===== src/rtl/regfile_wb_arbiter.sv =====
// -----------------------------------------------------------------------------
// regfile_wb_arbiter
//
// Merges two register-file writeback sources into a single write port:
//   source A (ALU) and source B (memory load).
// Each source owns one holding entry (flag + dir + data). The held entries are
// arbitrated round-robin. Priority is only consulted when both entries are
// held, and it flips to the other side after every grant. The winning entry
// drives a registered write port. Writes aimed at register 0 are discarded and
// counted instead of being written.
//
// Handshake (both sources): a transfer happens on a rising clk edge where
// xValid=1 and xReady=1. The entry captures xDir/xData at that edge.
// xReady = !heldX || grantX, so an entry that is granted this cycle can be
// refilled at the same edge. While xValid=1 and xReady=0, the source must hold
// xDir/xData stable.
//
// Ports:
//   clk        clock, rising edge
//   rst        asynchronous reset, active low
//   aValid     A offers a write          aReady   A accepted this cycle
//   aDir       A destination register    aData    A write data
//   bValid     B offers a write          bReady   B accepted this cycle
//   bDir       B destination register    bData    B write data
//   enWrite    registered write enable
//   dirWrite   registered write address
//   writeData  registered write data
//   grantB     registered, 1 when the last write/drop came from B
//   dropCount  registered count of discarded register-0 writes (wraps)
// -----------------------------------------------------------------------------
module regfile_wb_arbiter #(
  parameter int BUS_SIZE          = 32,
  parameter int DIR_SIZE_INTERNAL = 5
) (
  input  logic                         clk,
  input  logic                         rst,
  input  logic                         aValid,
  output logic                         aReady,
  input  logic [DIR_SIZE_INTERNAL-1:0] aDir,
  input  logic [BUS_SIZE-1:0]          aData,
  input  logic                         bValid,
  output logic                         bReady,
  input  logic [DIR_SIZE_INTERNAL-1:0] bDir,
  input  logic [BUS_SIZE-1:0]          bData,
  output logic                         enWrite,
  output logic [DIR_SIZE_INTERNAL-1:0] dirWrite,
  output logic [BUS_SIZE-1:0]          writeData,
  output logic                         grantB,
  output logic [7:0]                   dropCount
);

  // Holding entries
  logic                         held_a;
  logic                         held_b;
  logic [DIR_SIZE_INTERNAL-1:0] dir_a;
  logic [DIR_SIZE_INTERNAL-1:0] dir_b;
  logic [BUS_SIZE-1:0]          data_a;
  logic [BUS_SIZE-1:0]          data_b;

  // Round-robin pointer: 0 favours A, 1 favours B on contention
  logic prio;

  // Combinational grant and selected entry
  logic                         grant_a;
  logic                         grant_b;
  logic                         grant_any;
  logic [DIR_SIZE_INTERNAL-1:0] sel_dir;
  logic [BUS_SIZE-1:0]          sel_data;
  logic                         sel_is_zero;
  logic                         take_a;
  logic                         take_b;

  always_comb begin
    grant_a     = held_a && (!held_b || !prio);
    grant_b     = held_b && (!held_a ||  prio);
    grant_any   = grant_a || grant_b;
    sel_dir     = grant_b ? dir_b  : dir_a;
    sel_data    = grant_b ? data_b : data_a;
    sel_is_zero = (sel_dir == '0);
  end

  // A granted entry is released at this edge, so it can be refilled now
  assign aReady = !held_a || grant_a;
  assign bReady = !held_b || grant_b;
  assign take_a = aValid && aReady;
  assign take_b = bValid && bReady;

  // Source A holding entry. A new capture takes precedence over the release
  // caused by a grant, so the entry is reloaded rather than cleared.
  always_ff @(posedge clk or negedge rst) begin
    if (!rst) begin
      held_a <= 1'b0;
      dir_a  <= '0;
      data_a <= '0;
    end else if (take_a) begin
      held_a <= 1'b1;
      dir_a  <= aDir;
      data_a <= aData;
    end else if (grant_a) begin
      held_a <= 1'b0;
    end
  end

  // Source B holding entry. The release/reload behaviour matches source A.
  always_ff @(posedge clk or negedge rst) begin
    if (!rst) begin
      held_b <= 1'b0;
      dir_b  <= '0;
      data_b <= '0;
    end else if (take_b) begin
      held_b <= 1'b1;
      dir_b  <= bDir;
      data_b <= bData;
    end else if (grant_b) begin
      held_b <= 1'b0;
    end
  end

  // Priority moves to the side that did not win the grant
  always_ff @(posedge clk or negedge rst) begin
    if (!rst) begin
      prio <= 1'b0;
    end else if (grant_a) begin
      prio <= 1'b1;
    end else if (grant_b) begin
      prio <= 1'b0;
    end
  end

  // Registered write port. A register-0 grant still reports its source on
  // grantB, but it only bumps the drop counter and leaves the address and
  // data unchanged.
  always_ff @(posedge clk or negedge rst) begin
    if (!rst) begin
      enWrite   <= 1'b0;
      dirWrite  <= '0;
      writeData <= '0;
      grantB    <= 1'b0;
      dropCount <= 8'd0;
    end else if (grant_any) begin
      grantB <= grant_b;
      if (sel_is_zero) begin
        enWrite   <= 1'b0;
        dropCount <= dropCount + 8'd1;
      end else begin
        enWrite   <= 1'b1;
        dirWrite  <= sel_dir;
        writeData <= sel_data;
      end
    end else begin
      enWrite <= 1'b0;
    end
  end

endmodule


===== config.mk =====
export PLATFORM = sky130hd
export DESIGN_NAME = regfile_wb_arbiter
export DESIGN_NICKNAME = d
export VERILOG_FILES = /design/src/rtl/regfile_wb_arbiter.sv
export SDC_FILE = /design/constraint.sdc
export NUM_CORES = 1
export LEC_CHECK = 0
export CORE_ASPECT_RATIO = 2
export CORE_MARGIN = 2
export CORE_UTILIZATION = 53
export DETAILED_ROUTE_END_ITERATION = 16
export GPL_TIMING_DRIVEN = 0
export PLACE_DENSITY_LB_ADDON = 0.12
export SLEW_MARGIN = 15
export SYNTH_ARGS = -nofsm -noshare
export SYNTH_HDL_FRONTEND = slang
export SYNTH_SLANG_ARGS = --single-unit

===== constraint.sdc =====
create_clock -name clk -period 5.2 [get_ports clk]
set_clock_uncertainty 0.15 [all_clocks]
set_input_delay 1.04 -clock clk [delete_from_list [all_inputs] [get_ports clk]]
set_output_delay 1.04 -clock clk [all_outputs]
set_load 0.02 [all_outputs]

# Yosys cells after proc, flatten, opt, wreduce, memory -nomap -nowiden
# Cells that the tools add are included.
[word_totals]
reg_bits = 124
latchBits = 0
mem_bits_rw = 0
mem_bits_ro = 0
inputBits = 78
out_inout_bits = 49
wordCells = 41
memories = 0
[op_classes]
add_sub_neg = 1
multipliers = 0
div = 0
n_lt_le_gt_ge = 0
n_eq_ne = 0
shifts = 0
mux = 9
bitwise = 1
reduce_logical = 18
[op_table]
columns = ["op", "n"]
rows = [
  ["32-bit two-way mux", 1],
  ["8-bit by 1-bit adder with 8-bit output, second input constant", 1],
  ["1-bit two-way mux", 7],
  ["2-bit nonzero test", 3],
  ["5-bit zero test", 1],
  ["1-bit logical OR", 5],
  ["5-bit two-way mux", 1],
  ["1-bit logical AND", 4],
  ["2-bit AND reduction", 2],
  ["1-bit zero test", 3],
  ["1-bit NOT", 1],
]

# Longest topological paths before layout
[logic_depth]
depth_word = 7
ltp_mapped = 7
depth_no_buf = 4

# Worst setup path after synthesis
# OpenSTA, ideal clock, no wires.
[synth_timing]
path_kind = "in2reg"
startpoint = "in aValid"
endpoint = "reg data_a[0]"
setup_time_ps = 125
arrival_ps = 1848
t_required_ps = 4925
path_slack_ps = 3077
path_stages = 3
path_cell_list = "nand2_1 -> buf_2 -> mux2_2"
[synth_via]
elab_chain_len = 1
[synth_lines]
columns = ["item", "line", "rtl"]
rows = [
  ["start, declared", "37", "input logic aValid,"],
  ["1-bit logical AND", "85", "assign take_a = aValid && aReady;"],
  ["end signal, assigned", "98", "data_a <= aData;"],
  ["end, declared", "57", "logic [BUS_SIZE-1:0] data_a;"],
]
# Every way passes these cells.
# A chain may end at the register's enable or synchronous reset.

# Worst setup path in the final report
[layout_timing]
startpoint = "reg held_b"
endpoint = "out aReady"
[layout_via]
elab_chain_len = 4
[layout_lines]
columns = ["item", "line", "rtl"]
rows = [
  ["start, declared", "54", "logic held_b;"],
  ["start signal, assigned", "107", "held_b <= 1'b0;"],
  ["start signal, assigned", "111", "held_b <= 1'b1;"],
  ["start signal, assigned", "115", "held_b <= 1'b0;"],
  ["1-bit zero test", "74", "grant_a = held_a && (!held_b || !prio);"],
  ["1-bit logical OR", "74", ""],
  ["1-bit logical AND", "74", ""],
  ["1-bit logical OR", "83", "assign aReady = !held_a || grant_a;"],
  ["end, declared", "38", "output logic aReady,"],
]
# Every way passes these cells.

==> summary.txt <==
Min path
  – Worst hold path class: reg2reg
  – Cell depth of the worst hold path: 1

Worst setup path
  – Internal reg-to-reg setup slack: 2.73 ns
  – Signal arrival time at the worst endpoint: 1.74 ns
  – Count of cells along the worst register-to-register path: 5
  – Category of the worst setup path capture point: primary output
  – Startpoint class of the critical path: flop
  – Critical path class: reg2out
  – Required time reported for the critical path endpoint: 4.01 ns
  – Maximum fanout count along the critical path: 8

Run status
  – Result of the run: complete, no violations

Yosys
  – Post-synth design cell area: 5210 sq um
  – Cell type with the largest total area after synthesis: sky130_fd_sc_hd__dfrtp_1
  – Dominant combinational cell family by area after synthesis: multiplexers
  – Unique cell type count in the Yosys netlist: 27
  – Most area-consuming cells after synthesis: sky130_fd_sc_hd__dfrtp_1, sky130_fd_sc_hd__mux2_2, sky130_fd_sc_hd__mux2_4, sky130_fd_sc_hd__xor2_1, sky130_fd_sc_hd__buf_2
  – Number of flip-flops and latches in the synthesized netlist: 124
  – Seq/Total Area, Yosys: 59.5%
  – Share of the synthesized area in compound gates (AO/OA/AOI/OAI): 1.51%
  – Net count after synthesis: 411
  – Basic-gate share of the synthesized area counting and, or, nand and nor cells: 2.26%
  – Share of the synthesized area in the top cell type: 59.5%
  – Multiplexer share of the synthesized area: 33.1%
  – Syn avg cell area: 15.7 sq um
  – Post-synthesis share of cell area spent on xor and xnor gates: 1.18%
  – Synth Warn #: 0
  – Fraction of the mapped netlist area in adder cells: 0.240%
  – Synthesized instance count: 332

Timing
  – Highest attainable clock frequency: 0.341 GHz
  – Setup repair after global routing missed its margin: no
  – Slew at the pin closest to its max-slew limit: 0.645 ns
  – Final worst path period need: 2.93 ns
  – Number of failing hold endpoints at the final stage: 0
  – Total negative setup slack: 0 ns
  – Post-route clock period utilization: 56.3%
  – Headroom to the max-slew limit: 57.0%
  – Worst hold margin: 0.310 ns
  – Final setup violation count: 0
  – Max-slew violation count: 0

Die
  – Std-Cell Core Area: 9640 sq um
  – Width of the die: 74.1 microns
  – Area enclosed by the die boundary: 10700 sq um
  – Ports: 127
  – Cell row count: 51
  – Die Y: 144 microns
  – Effective utilization at floorplan: 54.1%

Placed design
  – Area after DPL: 6670 sq um
  – Detailed Place HPWL: 7960 microns
  – GPL Wtd Cong: 0.842
  – Input/output buffers: 126

Route
  – Number of vias per cell: 5.15
  – Wire length after detailed routing: 11200 microns
  – Number of DRC markers in iteration 0: 79
  – Detail-routed net length per standard cell: 18.0 microns
  – Number of detailed-routing iterations run before antenna repair: 4
  – Count of antenna-violating nets left after detailed routing: 0
  – DRC violations left: 0
  – Number of vias in the routed layout: 3204

Power and ir drop
  – Static leakage power: 3.17 nW
  – Peak ir drop on the vdd network: 0.439 mV
  – Pwr dens: 567 nW/um^2

Global route
  – First-pass GRT wire length: 17500 microns
  – Number of global-route vias before repair: 3564
  – Antenna violations before repair: 0
  – Grt ovf: 0
  – Pin count of the biggest net entering global routing: 68
  – GRT Util Overall: 22.4%

Finish
  – Layout filler cell count: 626
  – Area grow syn2layout: 39.7%
  – Total area of multi-input combinational cells: 2000 sq um
  – Final layout net count: 557
  – Fraction of layout instances using a drive strength above 1: 38.4%
  – Layout Utilization: 75.6%
  – Final antenna diode count: 0
  – Sequential cell area: 3100 sq um
  – Cell area after layout: 7280 sq um

Clock network
  – Master cell of the clock root buffer: sky130_fd_sc_hd__clkbuf_16
  – Number of buffers added for setup after CTS: 0
  – H-tree levels: 4
  – Largest buffer count on any clock path: 2
  – CTS resizes: 0
  – Number of clock buffers inserted by TritonCTS: 17
  – Total number of clock tree sinks: 124
  – Insertion delay of the later-clocked pin in the worst-skew pair: 0.40 ns
  – CTS tree: built
  – Hold_buf cts: 0
  – Clock slew at reported path FFs: 0.05 ns

Flow run
  – Number of max-cap violations: 0
-- per-layer routing --
metal  vias up  part of all wire [%]  GRT usage, %  wire (microns)
li1       1468                     -             -               -
met1      1631                    38          25.2            4270
met2        92                    55          38.8            6180
met3        13                   4.6          6.34             510
met4         0                   2.1          9.38             230
met5         -                     0             0               0
-- worst paths after layout --
| check | from | to |
|---|---|---|
| max in group asynchronous | rst | data_b[23] |
| min in group asynchronous | rst | dropCount[4] |
| max reg2reg | prio | writeData[16] |
| min | dropCount[7] | dropCount[7] |
| min reg2reg | dropCount[7] | dropCount[7] |
| max | held_b | aReady |
-- per-stage QoR --
step / setup WS [ns] / instances / power [W]
after detailed placement: 2.32 / 591 / 0.00295
after global placement: -1.67 / 590 / 0.00290
after floorplan: 3.08 / 332 / 0.00234
final: 2.27 / 622 / 0.00413
after CTS: 2.27 / 622 / 0.00418
after global routing: 2.16 / 622 / 0.00433
-- power breakdown --
part           switching [W]  internal (W)
sequential          0.000194       0.00129
clock               0.000393      0.000814
combinational       0.000603      0.000832
total                0.00119       0.00294
-- synth_stat cells --
cell / count
sky130_fd_sc_hd__a21oi_1: 5
sky130_fd_sc_hd__a21o_1: 1
sky130_fd_sc_hd__mux2_4: 20
sky130_fd_sc_hd__a2111o_1: 1
sky130_fd_sc_hd__buf_6: 1
sky130_fd_sc_hd__mux2_2: 125
sky130_fd_sc_hd__or4_4: 1
sky130_fd_sc_hd__ha_1: 1
sky130_fd_sc_hd__buf_2: 9
sky130_fd_sc_hd__a21boi_0: 1
sky130_fd_sc_hd__o22ai_1: 2
sky130_fd_sc_hd__inv_1: 5
sky130_fd_sc_hd__nand4_1: 1
sky130_fd_sc_hd__mux2i_1: 2
sky130_fd_sc_hd__nor2_1: 2
sky130_fd_sc_hd__nand3_1: 7
sky130_fd_sc_hd__xor2_1: 7
sky130_fd_sc_hd__nor3_1: 1
sky130_fd_sc_hd__o21ai_0: 1
sky130_fd_sc_hd__dfrtp_1: 124
sky130_fd_sc_hd__buf_8: 2
sky130_fd_sc_hd__and3_1: 2
sky130_fd_sc_hd__o311a_1: 1
sky130_fd_sc_hd__nand2_1: 4
sky130_fd_sc_hd__clkbuf_1: 2
sky130_fd_sc_hd__nand2b_1: 3
sky130_fd_sc_hd__and2_1: 1
-- area by class of cell --
cell class | instances | share of cell area, %
flip-flops and latches | 124 | 42.6
clock inverters | 6 | 1.48
repair buffers | 127 | 17.7
well taps | 132 | 2.27
inverters | 5 | 0.258
multi-input cells | 189 | 27.4
plain buffers | 14 | 1.29
clock buffers | 25 | 6.94
-- registers in the layout (all words and copies together) (netlist names) --
| name | count |
|---|---|
| writeData | 32 |
| grantB | 1 |
| dir_a | 5 |
| prio | 1 |
| held_b | 1 |
| dirWrite | 5 |
| data_b | 32 |
| held_a | 1 |
| data_a | 32 |
| dropCount | 8 |
| enWrite | 1 |
| dir_b | 5 |
-- worst max-delay path: stages, from the launching register on --
cell	delay, ns
sky130_fd_sc_hd__dfrtp_1	0.32
sky130_fd_sc_hd__clkbuf_1	0.25
sky130_fd_sc_hd__nand3_1	0.19
sky130_fd_sc_hd__clkdlybuf4s50_1	0.58
-- placed cells by master, fill, tap and decap left out, types with 4 or more instances in the layout --
cell / synthesis / layout
sky130_fd_sc_hd__a21oi_1: 5 / 5
sky130_fd_sc_hd__buf_2: 9 / 9
sky130_fd_sc_hd__clkbuf_1: 2 / 5
sky130_fd_sc_hd__clkbuf_16: 0 / 17
sky130_fd_sc_hd__clkbuf_8: 0 / 5
sky130_fd_sc_hd__clkdlybuf4s50_1: 0 / 125
sky130_fd_sc_hd__dfrtp_1: 124 / 124
sky130_fd_sc_hd__inv_1: 5 / 5
sky130_fd_sc_hd__mux2_2: 125 / 125
sky130_fd_sc_hd__mux2_4: 20 / 20
sky130_fd_sc_hd__nand2_1: 4 / 4
sky130_fd_sc_hd__nand3_1: 7 / 7
sky130_fd_sc_hd__xor2_1: 7 / 7
-- logic make-up (layout without fill, tap and decap cells) --
family	after synthesis	count (layout)
multiplexers	147	147
flip-flops	124	124
AND/OR/NAND/NOR	22	22
buffers and inverters	19	177
AO/OA/AOI/OAI	12	12
XOR/XNOR	7	7
adder cells (fa/ha/maj)	1	1
(Power assumes the default switching activity.)
